## config.mk

```make
export PLATFORM = sky130hd
export DESIGN_NAME = reaction_ctrl
export DESIGN_NICKNAME = d
export VERILOG_FILES = /design/src/rtl/reaction_ctrl.sv
export SDC_FILE = /design/constraint.sdc
export NUM_CORES = 1
export LEC_CHECK = 0
export ABC_AREA = 1
export BUFFER_PORTS_ARGS = -buffer_cell sky130_fd_sc_hd__buf_2
export CORE_ASPECT_RATIO = 0.8
export CORE_UTILIZATION = 46
export CTS_CLUSTER_DIAMETER = 50
export DETAILED_ROUTE_END_ITERATION = 8
export GPL_TIMING_DRIVEN = 0
export PLACE_DENSITY = 0.82
export SKIP_LAST_GASP = 1
export SYNTH_ARGS = -nofsm -noshare
export SYNTH_HDL_FRONTEND = slang
export SYNTH_SLANG_ARGS = --single-unit
```

## constraint.sdc

```tcl
create_clock -name clk -period 2.4 [get_ports clk]
set_clock_uncertainty 0.2 [all_clocks]
set_input_delay 0.72 -clock clk [delete_from_list [all_inputs] [get_ports clk]]
set_output_delay 0.72 -clock clk [all_outputs]
set_load 0.01 [all_outputs]
```

## src/rtl/reaction_ctrl.sv

```systemverilog
//------------------------------------------------------------------------------
// Module   : reaction_ctrl
// Brief    : Reaction-time game controller driving a shared up-counting ms timer.
// Revision : 1.0 - initial release
//------------------------------------------------------------------------------
`default_nettype none

module reaction_ctrl #(
    parameter int MAX_MS       = 2047,
    parameter int MIN_DELAY_MS = 500,
    parameter int TIMEOUT_MS   = 1000,
    localparam int W           = $clog2(MAX_MS)
) (
    input  logic         clk,
    input  logic         reset,
    input  logic         start,
    input  logic         react,
    input  logic [W-1:0] delay_ms,
    input  logic [W-1:0] timer_value,
    output logic         timer_reset,
    output logic         timer_up,
    output logic         timer_enable,
    output logic         led_go,
    output logic [W-1:0] result_ms,
    output logic         result_valid,
    output logic         false_start,
    output logic         timeout,
    output logic         busy
);

    localparam logic [2:0] ST_IDLE  = 3'd0;
    localparam logic [2:0] ST_WAIT  = 3'd1;
    localparam logic [2:0] ST_GO    = 3'd2;
    localparam logic [2:0] ST_DONE  = 3'd3;
    localparam logic [2:0] ST_FAULT = 3'd4;
    localparam logic [2:0] ST_TOUT  = 3'd5;

    localparam logic [W-1:0] C_MIN_DELAY = W'(MIN_DELAY_MS);
    localparam logic [W-1:0] C_TIMEOUT   = W'(TIMEOUT_MS);

    logic [2:0]   r_state;
    logic [2:0]   w_state_nx;
    logic [W-1:0] r_delay_lat;
    logic [W-1:0] r_result_ms;
    logic         r_result_valid;
    logic         r_false_start;
    logic         r_timeout;
    logic         w_start_ok;
    logic         w_wait_hit;
    logic         w_go_tout;

    // Unused encodings behave like IDLE so a start can always recover the FSM.
    assign w_start_ok = start && (r_state != ST_WAIT) && (r_state != ST_GO);
    assign w_wait_hit = (r_state == ST_WAIT) && !react && (timer_value >= r_delay_lat);
    assign w_go_tout  = (r_state == ST_GO) && !react && (timer_value >= C_TIMEOUT);

    always_comb begin
        w_state_nx = r_state;
        case (r_state)
            ST_WAIT: begin
                if (react)           w_state_nx = ST_FAULT;
                else if (w_wait_hit) w_state_nx = ST_GO;
            end
            ST_GO: begin
                if (react)          w_state_nx = ST_DONE;
                else if (w_go_tout) w_state_nx = ST_TOUT;
            end
            ST_IDLE, ST_DONE, ST_FAULT, ST_TOUT: begin
                if (w_start_ok) w_state_nx = ST_WAIT;
            end
            default: w_state_nx = w_start_ok ? ST_WAIT : ST_IDLE;
        endcase
    end

    always_ff @(posedge clk) begin
        if (reset) begin
            r_state        <= ST_IDLE;
            r_delay_lat    <= '0;
            r_result_ms    <= '0;
            r_result_valid <= 1'b0;
            r_false_start  <= 1'b0;
            r_timeout      <= 1'b0;
        end else begin
            r_state        <= w_state_nx;
            r_result_valid <= 1'b0;
            if (w_start_ok) begin
                r_delay_lat   <= (delay_ms < C_MIN_DELAY) ? C_MIN_DELAY : delay_ms;
                r_false_start <= 1'b0;
                r_timeout     <= 1'b0;
            end
            if (r_state == ST_WAIT && react) begin
                r_false_start <= 1'b1;
            end
            // A react in the same cycle as the timeout still counts as a valid result.
            if (r_state == ST_GO && react) begin
                r_result_ms    <= timer_value;
                r_result_valid <= 1'b1;
            end else if (w_go_tout) begin
                r_timeout <= 1'b1;
            end
        end
    end

    assign timer_reset  = (r_state == ST_IDLE) || w_start_ok || w_wait_hit;
    assign timer_up     = 1'b1;
    assign timer_enable = (r_state == ST_WAIT) || (r_state == ST_GO);
    assign busy         = (r_state == ST_WAIT) || (r_state == ST_GO);
    assign led_go       = (r_state == ST_GO);
    assign result_ms    = r_result_ms;
    assign result_valid = r_result_valid;
    assign false_start  = r_false_start;
    assign timeout      = r_timeout;

endmodule

`default_nettype wire

```

==> out/results.tsv, run 1 <==
metric	value	unit
placed_cells	295	
worst_hold_slack	0.268	ns
cpPeakStageDelay	0.27	ns
crit_path_end_kind	primary output	
synth_area_leader_cell	dfxtp_1	
critPathBufInv	2	
cts_root_buffer	clkbuf_8	
drv_slew	0	
nets	307	
worstPathArrival	1.89	ns
synth_area	0.00151	sq mm
port_buffers	43	
row_count	18	
crit_path_top_delay_cell	ha_4	
violations	setup timing	
reg2reg_from	r_delay_lat[10]$_SDFFE_PP0P_	
rsz0062_at_grt	yes	
fp.dieH	53.2	um
dieArea	0.00351	sq mm
critical_path_depth	11	
drt-initial-drc-count	137	
antenna_found_initial	0	
fmax	0.356	GHz
die_w	66.0	um
drc	0	
hold_class	reg2reg	
cp_max_fo	3	
grt_pass1_vias	1376	
core	0.00311	sq mm
crit_type	in2out	
rr_worst_depth	20	
synth_cells	212	
cts_tree	done	
clock_latency	0.27	ns
gp_congestion	0.841	
dp_hpwl	2.66	mm
yosysSeqAreaShare	37.1	%
syn_nets	249	
cts.sinks	28	
p_leak	1.00	nW
yosysWarnings	0	
synthToLayoutAreaGrowth	39.8	%
avgSynthCellArea	7.12	sq um
diodes	0	
ctsHtreeMaxLevel	1	
cp_top_family	simple AND/OR/NAND/NOR gates	
start_util	48.6	%
rr_endpoint	r_state[0]$_SDFFE_PP0P_	
wl	3.99	mm
dr_total_vias	1578	
drive_above_1_share	36.4	%
r2r_slack	-0.27	ns
ir_drop	398	uV
fin_cells	309	
finalHoldViolCount	0	
timing.final.ws_setup	-0.412	ns
crit_chain	buf_6, ha_4, nand2_4, nor2_4, nand2_1, nor2_1, nand2_1, nand3_2, nand2_1, nand3_2, buf_6	
numCtsBuffers	3	
vias_per_cell	5.11	
grt_first_pass_wirelength	6.13	mm
synthTopCellsByArea	dfxtp_1 (37%), ha_1 (9.1%), nor2_1 (8.7%)	
critPathMostFrequentCell	nand2_1	
power_density	971	mW/mm^2
setup_viol	2	
status	finished, violations left	
ys_types	26	
cts.clk_slew.worst_paths	0.09	ns
ys_seq_elements	28	
crit_path_start	timer_value[10]	
clk_path_buf_depth	2	
yosysTopAreaCellShare	37.1	%
maxCapViolCount	0	
worst_setup_path_start_kind	input port	
crit_end	timer_reset	
grt_start_max_net_pins	16	
drt-pass1-iter-count	4	
post-route-period-util	117	%
io_pins	45	
grt.overflow.total	0	
wire_per_inst	12.9	um
worstPathRequired	1.48	ns
ant_nets	0	
grt_usage	23.6	%
post-route-min-period	2.81	ns
[worst min path at each step]
stage	start	to	slack, ns	cells after the start
final	false_start$_SDFFE_PP0P_	false_start$_SDFFE_PP0P_	0.27	2
after global routing	false_start$_SDFFE_PP0P_	false_start$_SDFFE_PP0P_	0.28	2
after CTS	false_start$_SDFFE_PP0P_	false_start$_SDFFE_PP0P_	0.27	2
after global placement	false_start$_SDFFE_PP0P_	false_start$_SDFFE_PP0P_	0.25	2
after detailed placement	false_start$_SDFFE_PP0P_	false_start$_SDFFE_PP0P_	0.26	2
after floorplan	r_delay_lat[4]$_SDFFE_PP0P_	r_delay_lat[4]$_SDFFE_PP0P_	0.24	2
[final cells by class]
cell class	count	area (sq um)
sequential	28	561
multi-input combinational	149	951
timing repair buffer	53	328
tap	40	50.0
buffer	7	56.3
inverter	28	109
clock buffer	4	55.1
fill	239	998
[repair_timing]
action                     4_1_cts  5_1_grt
setup buffers                   10        0
pin swaps                       16        7
gates resized for setup         23        5
setup endpoints to repair        1        2
hold buffers                     0        0
[through the flow]
step                      setup TNS [ns]  cell area, sq um  worst slack [ns]  utilization (%)  power (W)
after detailed placement          -0.429              1810            -0.429             58.2    0.00149
after floorplan                  -0.0895              1540           -0.0895                -    0.00127
after CTS                         -0.573              2090            -0.302             67.1    0.00198
after global placement            -0.401              1810            -0.401             58.2    0.00147
final                             -0.807              2110            -0.412             67.9    0.00205
after global routing              -0.951              2110            -0.518             67.9    0.00220
[routing by layer]
| layer | GRT usage, % | share of wire, % | wire length (um) | vias up |
|---|---|---|---|---|
| met5 | 0 | 0 | 0 | - |
| met4 | 6.74 | 1.4 | 55 | 0 |
| met3 | 6.68 | 7.7 | 307 | 4 |
| met2 | 37.6 | 44 | 1760 | 74 |
| met1 | 31.0 | 47 | 1870 | 706 |
| li1 | - | - | - | 794 |
[logic make-up after synthesis]
| kind of cell | Yosys count | share of synthesized area, % |
|---|---|---|
| simple gates | 89 | 26.3 |
| other cells | 1 | 0.249 |
| compound gates | 48 | 16.3 |
| fa+ha+maj | 11 | 9.12 |
| flops | 28 | 37.1 |
| buf+inv | 35 | 10.9 |
[cell usage after synthesis]
master	count
inv_1	23
conb_1	1
inv_4	1
nand2_2	2
clkbuf_1	2
inv_2	3
o21ai_1	1
nand3_2	1
a211oi_1	1
nand2_1	33
buf_6	3
nor2_1	35
o211ai_1	1
buf_4	2
nor2_4	1
nand3b_1	1
nor2_2	3
a21oi_1	20
clkinv_2	1
ha_1	11
o21ai_0	25
nor3_1	1
nand4_1	3
dfxtp_1	28
nand3_1	7
nand2_4	2
[cells in the final DEF, fill, tap and decap left out]
master | netlist | final
nand3_1 | 7 | 4
clkbuf_1 | 2 | 2
nor2_4 | 1 | 2
nor2_2 | 3 | 5
nand2_4 | 2 | 3
o21ai_0 | 25 | 25
inv_4 | 1 | 1
inv_1 | 23 | 21
dfxtp_1 | 28 | 28
ha_4 | 0 | 10
nand2_2 | 2 | 5
nand3_2 | 1 | 4
ha_1 | 11 | 1
buf_6 | 3 | 9
clkbuf_8 | 0 | 4
buf_2 | 0 | 37
o21ai_1 | 1 | 1
clkinv_2 | 1 | 1
conb_1 | 1 | 1
nor2_1 | 35 | 32
buf_4 | 2 | 12
nand4_1 | 3 | 3
o211ai_1 | 1 | 1
a21oi_1 | 20 | 20
nor3_1 | 1 | 1
inv_2 | 3 | 5
nand2_1 | 33 | 29
nand3b_1 | 1 | 1
a211oi_1 | 1 | 1
[flip-flops by register name (all words and copies together), names as in the netlist]
register	cells
false_start	1
timeout	1
result_valid	1
r_state	3
r_delay_lat	11
result_ms	11
[report_power, final]
group,internal [W],switching [W],leakage [nW]
clock,0.000147,0.000143,0.0288
combinational,0.000493,0.000615,0.742
sequential,0.000582,0.0000679,0.230
total,0.00122,0.000827,1.00
[worst register-to-register path: stages, from the launching register on]
cell	delay (ns)
dfxtp_1	0.31
inv_1	0.12
ha_4	0.23
nand2_4	0.08
inv_1	0.05
nand2_1	0.07
nand2_1	0.07
nor2_2	0.14
nand3_2	0.10
buf_6	0.12
buf_4	0.11
buf_4	0.12
buf_4	0.12
buf_4	0.12
buf_4	0.12
buf_4	0.12
buf_4	0.13
nand2_2	0.05
nand3_1	0.06
nand2_1	0.08
nor2_1	0.04
(Power assumes the default switching activity.)
==> run 2: changes to the inputs <==
--- a/config.mk
+++ b/config.mk
@@ -8,11 +8,11 @@
 export ABC_AREA = 1
 export BUFFER_PORTS_ARGS = -buffer_cell sky130_fd_sc_hd__buf_2
 export CORE_ASPECT_RATIO = 0.8
-export CORE_UTILIZATION = 46
+export CORE_UTILIZATION = 55
 export CTS_CLUSTER_DIAMETER = 50
 export DETAILED_ROUTE_END_ITERATION = 8
 export GPL_TIMING_DRIVEN = 0
-export PLACE_DENSITY = 0.82
+export PLACE_DENSITY = 0.91
 export SKIP_LAST_GASP = 1
 export SYNTH_ARGS = -nofsm -noshare
 export SYNTH_HDL_FRONTEND = slang
==> constraint.sdc (replaced) <==
create_clock -name clk -period 3.4 [get_ports clk]
set_clock_uncertainty 0.2 [all_clocks]
set_input_delay 1.02 -clock clk [delete_from_list [all_inputs] [get_ports clk]]
set_output_delay 1.02 -clock clk [all_outputs]
set_load 0.01 [all_outputs]
==> run 2 against run 1 <==
  * Die area down 16%
  * Critical endpoint unchanged
  * Total power down 32%
  * Final cell count down 3.6%
  * The run still ends with setup timing left
==> out/results.tsv, run 2 (same netlist as run 1, synthesis figures left out) <==
metric	value	unit	change
status	finished, violations left		
violations	setup timing		
drt-pass1-iter-count	5		+1
p_sw	0.000589	W	-29%
clock_latency	0.34	ns	+0.07 ns
post-route-period-util	102	%	
relSlewSlack	64.1	%	
wl	4.43	mm	+11%
swShare	42.6	%	+2.3 points
mostFrequentLayoutCells	buf_2 (38), nor2_1 (32), nand2_1 (29)		
placed_cells	291		-1.4%
numCtsBuffers	3		unchanged
internal-power	0.000794	W	-35%
worstPathArrival	2.24	ns	+0.35 ns
cts.clk_slew.worst_paths	0.13	ns	+0.04 ns
row_count	16		-2
vias_per_cell	5.49		+7.5%
antenna_found_initial	0		unchanged
io_pins	45		unchanged
nets	300		-2.3%
dp_hpwl	2.67	mm	+0.36%
maxCapViolCount	0		unchanged
core	0.00252	sq mm	-19%
grt_pass1_vias	1305		-5.2%
drive_above_1_share	35.1	%	-1.3 points
start_util	59.8	%	+11 points
stdcell_area	0.00204	sq mm	-3.2%
cts.sinks	28		unchanged
timing.final.ws_setup	-0.0600	ns	+0.352 ns
fillCellCount	161		-33%
diodes	0		unchanged
cts_hold_buffers	0		unchanged
ir_drop	424	uV	+6.7%
gp_congestion	0.904		+7.5%
crit_type	in2out		
wire_per_inst	14.9	um	+15%
worstMarginPinSlew	0.534	ns	
cts_tree	done		
dr_total_vias	1636		+3.7%
drv_slew	0		unchanged
power.share.clock	11.7	%	-2.5 points
crit_path_end_kind	primary output		
power_frac_seq	33.3	%	+1.6 points
placedInstanceArea	0.00177	sq mm	-2.2%
grt_usage	26.4	%	+2.8 points
finalHoldViolCount	0		unchanged
fp.dieH	48.9	um	-8.2%
port_buffers	43		unchanged
ctsHtreeMaxLevel	1		unchanged
grt_first_pass_wirelength	5.87	mm	-4.3%
layout_commonest_cell	buf_2		
clk_path_buf_depth	2		unchanged
worst_setup_path_start_kind	input port		
setup_viol	1		-1
fmax	0.289	GHz	
fin_cells	298		-3.6%
drc	0		unchanged
worst_hold_slack	0.267	ns	-0.000981 ns
place_ws	-0.0354	ns	+0.394 ns
power_density	678	mW/mm^2	-30%
drt-initial-drc-count	169		+23%
post-route-min-period	3.46	ns	
cp_max_fo	3		unchanged
synthToLayoutAreaGrowth	35.3	%	
grt_start_max_net_pins	16		unchanged
p_comb_share	54.9	%	+0.8 points
worstPathRequired	2.18	ns	+0.70 ns
total_power	0.00138	W	-32%
dieArea	0.00296	sq mm	-16%
hold_class	reg2reg		
cts_root_buffer	clkbuf_4		
p_leak	0.961	nW	-3.9%
multi_input_area	967	sq um	+1.7%
grt.overflow.total	0		unchanged
regArea	561	sq um	unchanged
ant_nets	0		unchanged
die_w	60.6	um	-8.3%
==> run 2: final timing paths <==
check	startpoint	endpoint	slack, ns	depth (start not counted)
min reg2reg	false_start$_SDFFE_PP0P_	false_start$_SDFFE_PP0P_	0.27	2
max	timer_value[7]	timer_reset	-0.06	11
min	false_start$_SDFFE_PP0P_	false_start$_SDFFE_PP0P_	0.27	2
max reg2reg	r_delay_lat[7]$_SDFFE_PP0P_	r_state[0]$_SDFFE_PP0P_	1.39	12
==> run 2: per-stage QoR <==
step | setup TNS (ns) | utilization, %
finish | -0.0600 | 81.0
global route | -0.0923 | 81.0
CTS | 0 | 73.0
detailed placement | -0.0354 | 70.1
global placement | -0.0273 | 70.1
floorplan | 0 | -
==> run 2: cell type report <==
class / count / share of cell area [%]
Clock buffer: 4 / 1.78
Inverter: 28 / 5.45
Timing Repair Buffer: 46 / 13.0
Buffer: 7 / 2.76
Multi-Input combinational cell: 149 / 47.4
Tap cell: 36 / 2.21
Sequential cell: 28 / 27.5
==> run 2: power groups by stage <==
stage | Combinational [W] | Sequential, W | Clock (W)
CTS | 0.000597 | 0.000456 | 0.000164
floorplan | 0.000410 | 0.000469 | 0
detailed placement | 0.000574 | 0.000463 | 0
finish | 0.000760 | 0.000461 | 0.000162
global placement | 0.000556 | 0.000461 | 0
global route | 0.000835 | 0.000471 | 0.000179
==> run 2: worst max-delay path: stages <==
cell	delay (ns)
buf_4	0.13
ha_4	0.27
nand2_2	0.05
nor2_2	0.10
nand2_1	0.07
nor2_1	0.18
nor2_2	0.09
nand3_2	0.09
nand2_2	0.06
nand3_2	0.08
buf_6	0.10
==> run 2: per-layer routing <==
metal,wire length (um),track usage [%],vias up
met5,0,0,-
met2,2040,41.0,108
met1,1820,36.7,726
met4,155,4.55,0
met3,410,7.69,20
li1,-,-,782
==> run 2: repair_timing <==
action / CTS / global route
pin swaps: 1 / 18
resized for setup: 5 / 31
setup buffers: 0 / 3
endpoints found under the setup margin: 1 / 1
endpoints found under the hold margin: 0 / 0
==> run 3: changes to the inputs <==
--- a/config.mk
+++ b/config.mk
@@ -13,6 +13,7 @@
 export DETAILED_ROUTE_END_ITERATION = 8
 export GPL_TIMING_DRIVEN = 0
 export PLACE_DENSITY = 0.91
+export SKIP_CTS_REPAIR_TIMING = 1
 export SKIP_LAST_GASP = 1
 export SYNTH_ARGS = -nofsm -noshare
 export SYNTH_HDL_FRONTEND = slang
==> run 3 against run 2 <==
  * The flow still finishes with violations (setup timing)
  * Sequential share of layout area increased by 1.0 points
  * Final cell count decreased by 1.0%
  * Worst setup slack got worse by 0.026 ns
  * Fmax decreased by 0.76%
  * Critical endpoint unchanged
  * Largest cell class unchanged
==> out/results.tsv, run 3 (same netlist as run 1, synthesis figures left out) <==
metric	value	unit	change
status	finished, violations left		
violations	setup timing		
timing.final.ws_setup	-0.0863	ns	-0.0263 ns
worst_setup_path_start_kind	input port		
layout_commonest_cell	buf_2		
cpPeakStageDelay	0.27	ns	about the same
hold_class	reg2reg		
cts.sinks	28		unchanged
dp_hpwl	2.67	mm	unchanged
gp_congestion	0.904		unchanged
start_util	59.8	%	unchanged
port_buffers	43		unchanged
synthToLayoutAreaGrowth	30.5	%	
cts_tree	done		
worstMarginPinSlew	0.525	ns	-0.00941 ns
finalHoldViolCount	0		unchanged
dieArea	0.00296	sq mm	unchanged
antenna_found_initial	0		unchanged
relSlewSlack	64.8	%	+0.63 points
clk_path_buf_depth	2		unchanged
p_leak	0.941	nW	-2.0%
r2r_slack	1.50	ns	+0.11 ns
ctsHtreeMaxLevel	1		unchanged
post-route-min-period	3.49	ns	+0.0263 ns
worstPathRequired	2.18	ns	about the same
grt_pass1_vias	1281		-1.8%
crit_type	in2out		
grt_usage	25.2	%	-1.3 points
core	0.00252	sq mm	unchanged
rsz0062_at_grt	yes		
grt_start_max_net_pins	16		unchanged
io_pins	45		unchanged
cts.clk_slew.worst_paths	0.14	ns	about the same
crit_path_top_delay_cell	ha_4		
stdcell_area	0.00197	sq mm	-3.6%
numCtsBuffers	3		unchanged
drive_above_1_share	32.0	%	-3.1 points
place_ws	-0.0354	ns	unchanged
worstPathArrival	2.27	ns	+0.03 ns
mostFrequentLayoutCells	buf_2 (39), nor2_1 (32), nand2_1 (30)		
vias_per_cell	5.33		-2.9%
crit_path_end_kind	primary output		
fp.dieH	48.9	um	unchanged
drv_slew	0		unchanged
diodes	0		unchanged
ant_nets	0		unchanged
dr_total_vias	1572		-3.9%
die_w	60.6	um	unchanged
placed_cells	291		unchanged
grt_first_pass_wirelength	5.62	mm	-4.2%
clock_latency	0.34	ns	about the same
cp_max_fo	2		-1
maxCapViolCount	0		unchanged
grt.overflow.total	0		unchanged
crit_chain	buf_2, inv_2, ha_4, nand2_2, nor2_2, nand2_1, nor2_1, nor2_2, nand3_2, nand2_1, nand3_1, buf_2		
drc	0		unchanged
drt-pass1-iter-count	5		unchanged
placedInstanceArea	0.00177	sq mm	unchanged
power_density	670	mW/mm^2	-1.1%
cts_root_buffer	clkbuf_4		
fmax	0.287	GHz	-0.76%
wire_per_inst	13.3	um	-11%
wl	3.92	mm	-11%
nets	297		-1.0%
ir_drop	431	uV	+1.6%
fin_cells	295		-1.0%
setup_viol	1		unchanged
worst_hold_slack	0.268	ns	+0.000959 ns
post-route-period-util	103	%	+0.77 points
row_count	16		unchanged
drt-initial-drc-count	135		-20%
[run 3: cell count changes in the layout (fill, tap and decap cells not counted), sizes merged]
cell	delta
buf	-3
[run 3: layout make-up]
type / instances / area, sq um
multi-input cells: 149 / 922
clock buffers: 4 / 36.3
well taps: 36 / 45.0
flip-flops and latches: 28 / 561
fillers: 180 / 553
repair buffers: 43 / 240
inverters: 28 / 109
plain buffers: 7 / 56.3
[run 3: path summary, 6_finish.rpt]
path,startpoint,endpoint,depth (start not counted)
min reg2reg,false_start$_SDFFE_PP0P_,false_start$_SDFFE_PP0P_,2
max reg2reg,r_delay_lat[7]$_SDFFE_PP0P_,r_state[0]$_SDFFE_PP0P_,11
max,timer_value[0],timer_reset,12
min,false_start$_SDFFE_PP0P_,false_start$_SDFFE_PP0P_,2
[run 3: routing by layer]
layer / GRT usage, % / up-vias / share of wire (%)
met1: 35.7 / 695 / 43
met5: 0 / - / 0
li1: - / 777 / -
met4: 4.55 / 0 / 3.0
met2: 37.9 / 86 / 45
met3: 7.69 / 14 / 8.6
[run 3: power breakdown]
group          internal (W)  switching, W  leakage, nW
clock             0.0000657     0.0000978       0.0210
combinational      0.000283      0.000413        0.691
sequential         0.000411     0.0000480        0.230
[run 3: critical path, delay by kind of cell]
family / cells / cell delay, ns
buffers and inverters: 3 / 0.27
adders and majority gates: 1 / 0.27
and+or+nand+nor: 8 / 0.71
[run 3: per-stage QoR]
| stage | setup TNS (ns) | total power (W) | util (%) |
|---|---|---|---|
| floorplan | 0 | 0.000878 | - |
| global placement | -0.0273 | 0.00102 | 70.1 |
| detailed placement | -0.0354 | 0.00104 | 70.1 |
| global route | -0.153 | 0.00143 | 78.1 |
| finish | -0.0863 | 0.00132 | 78.1 |
| CTS | -0.0480 | 0.00120 | 71.6 |
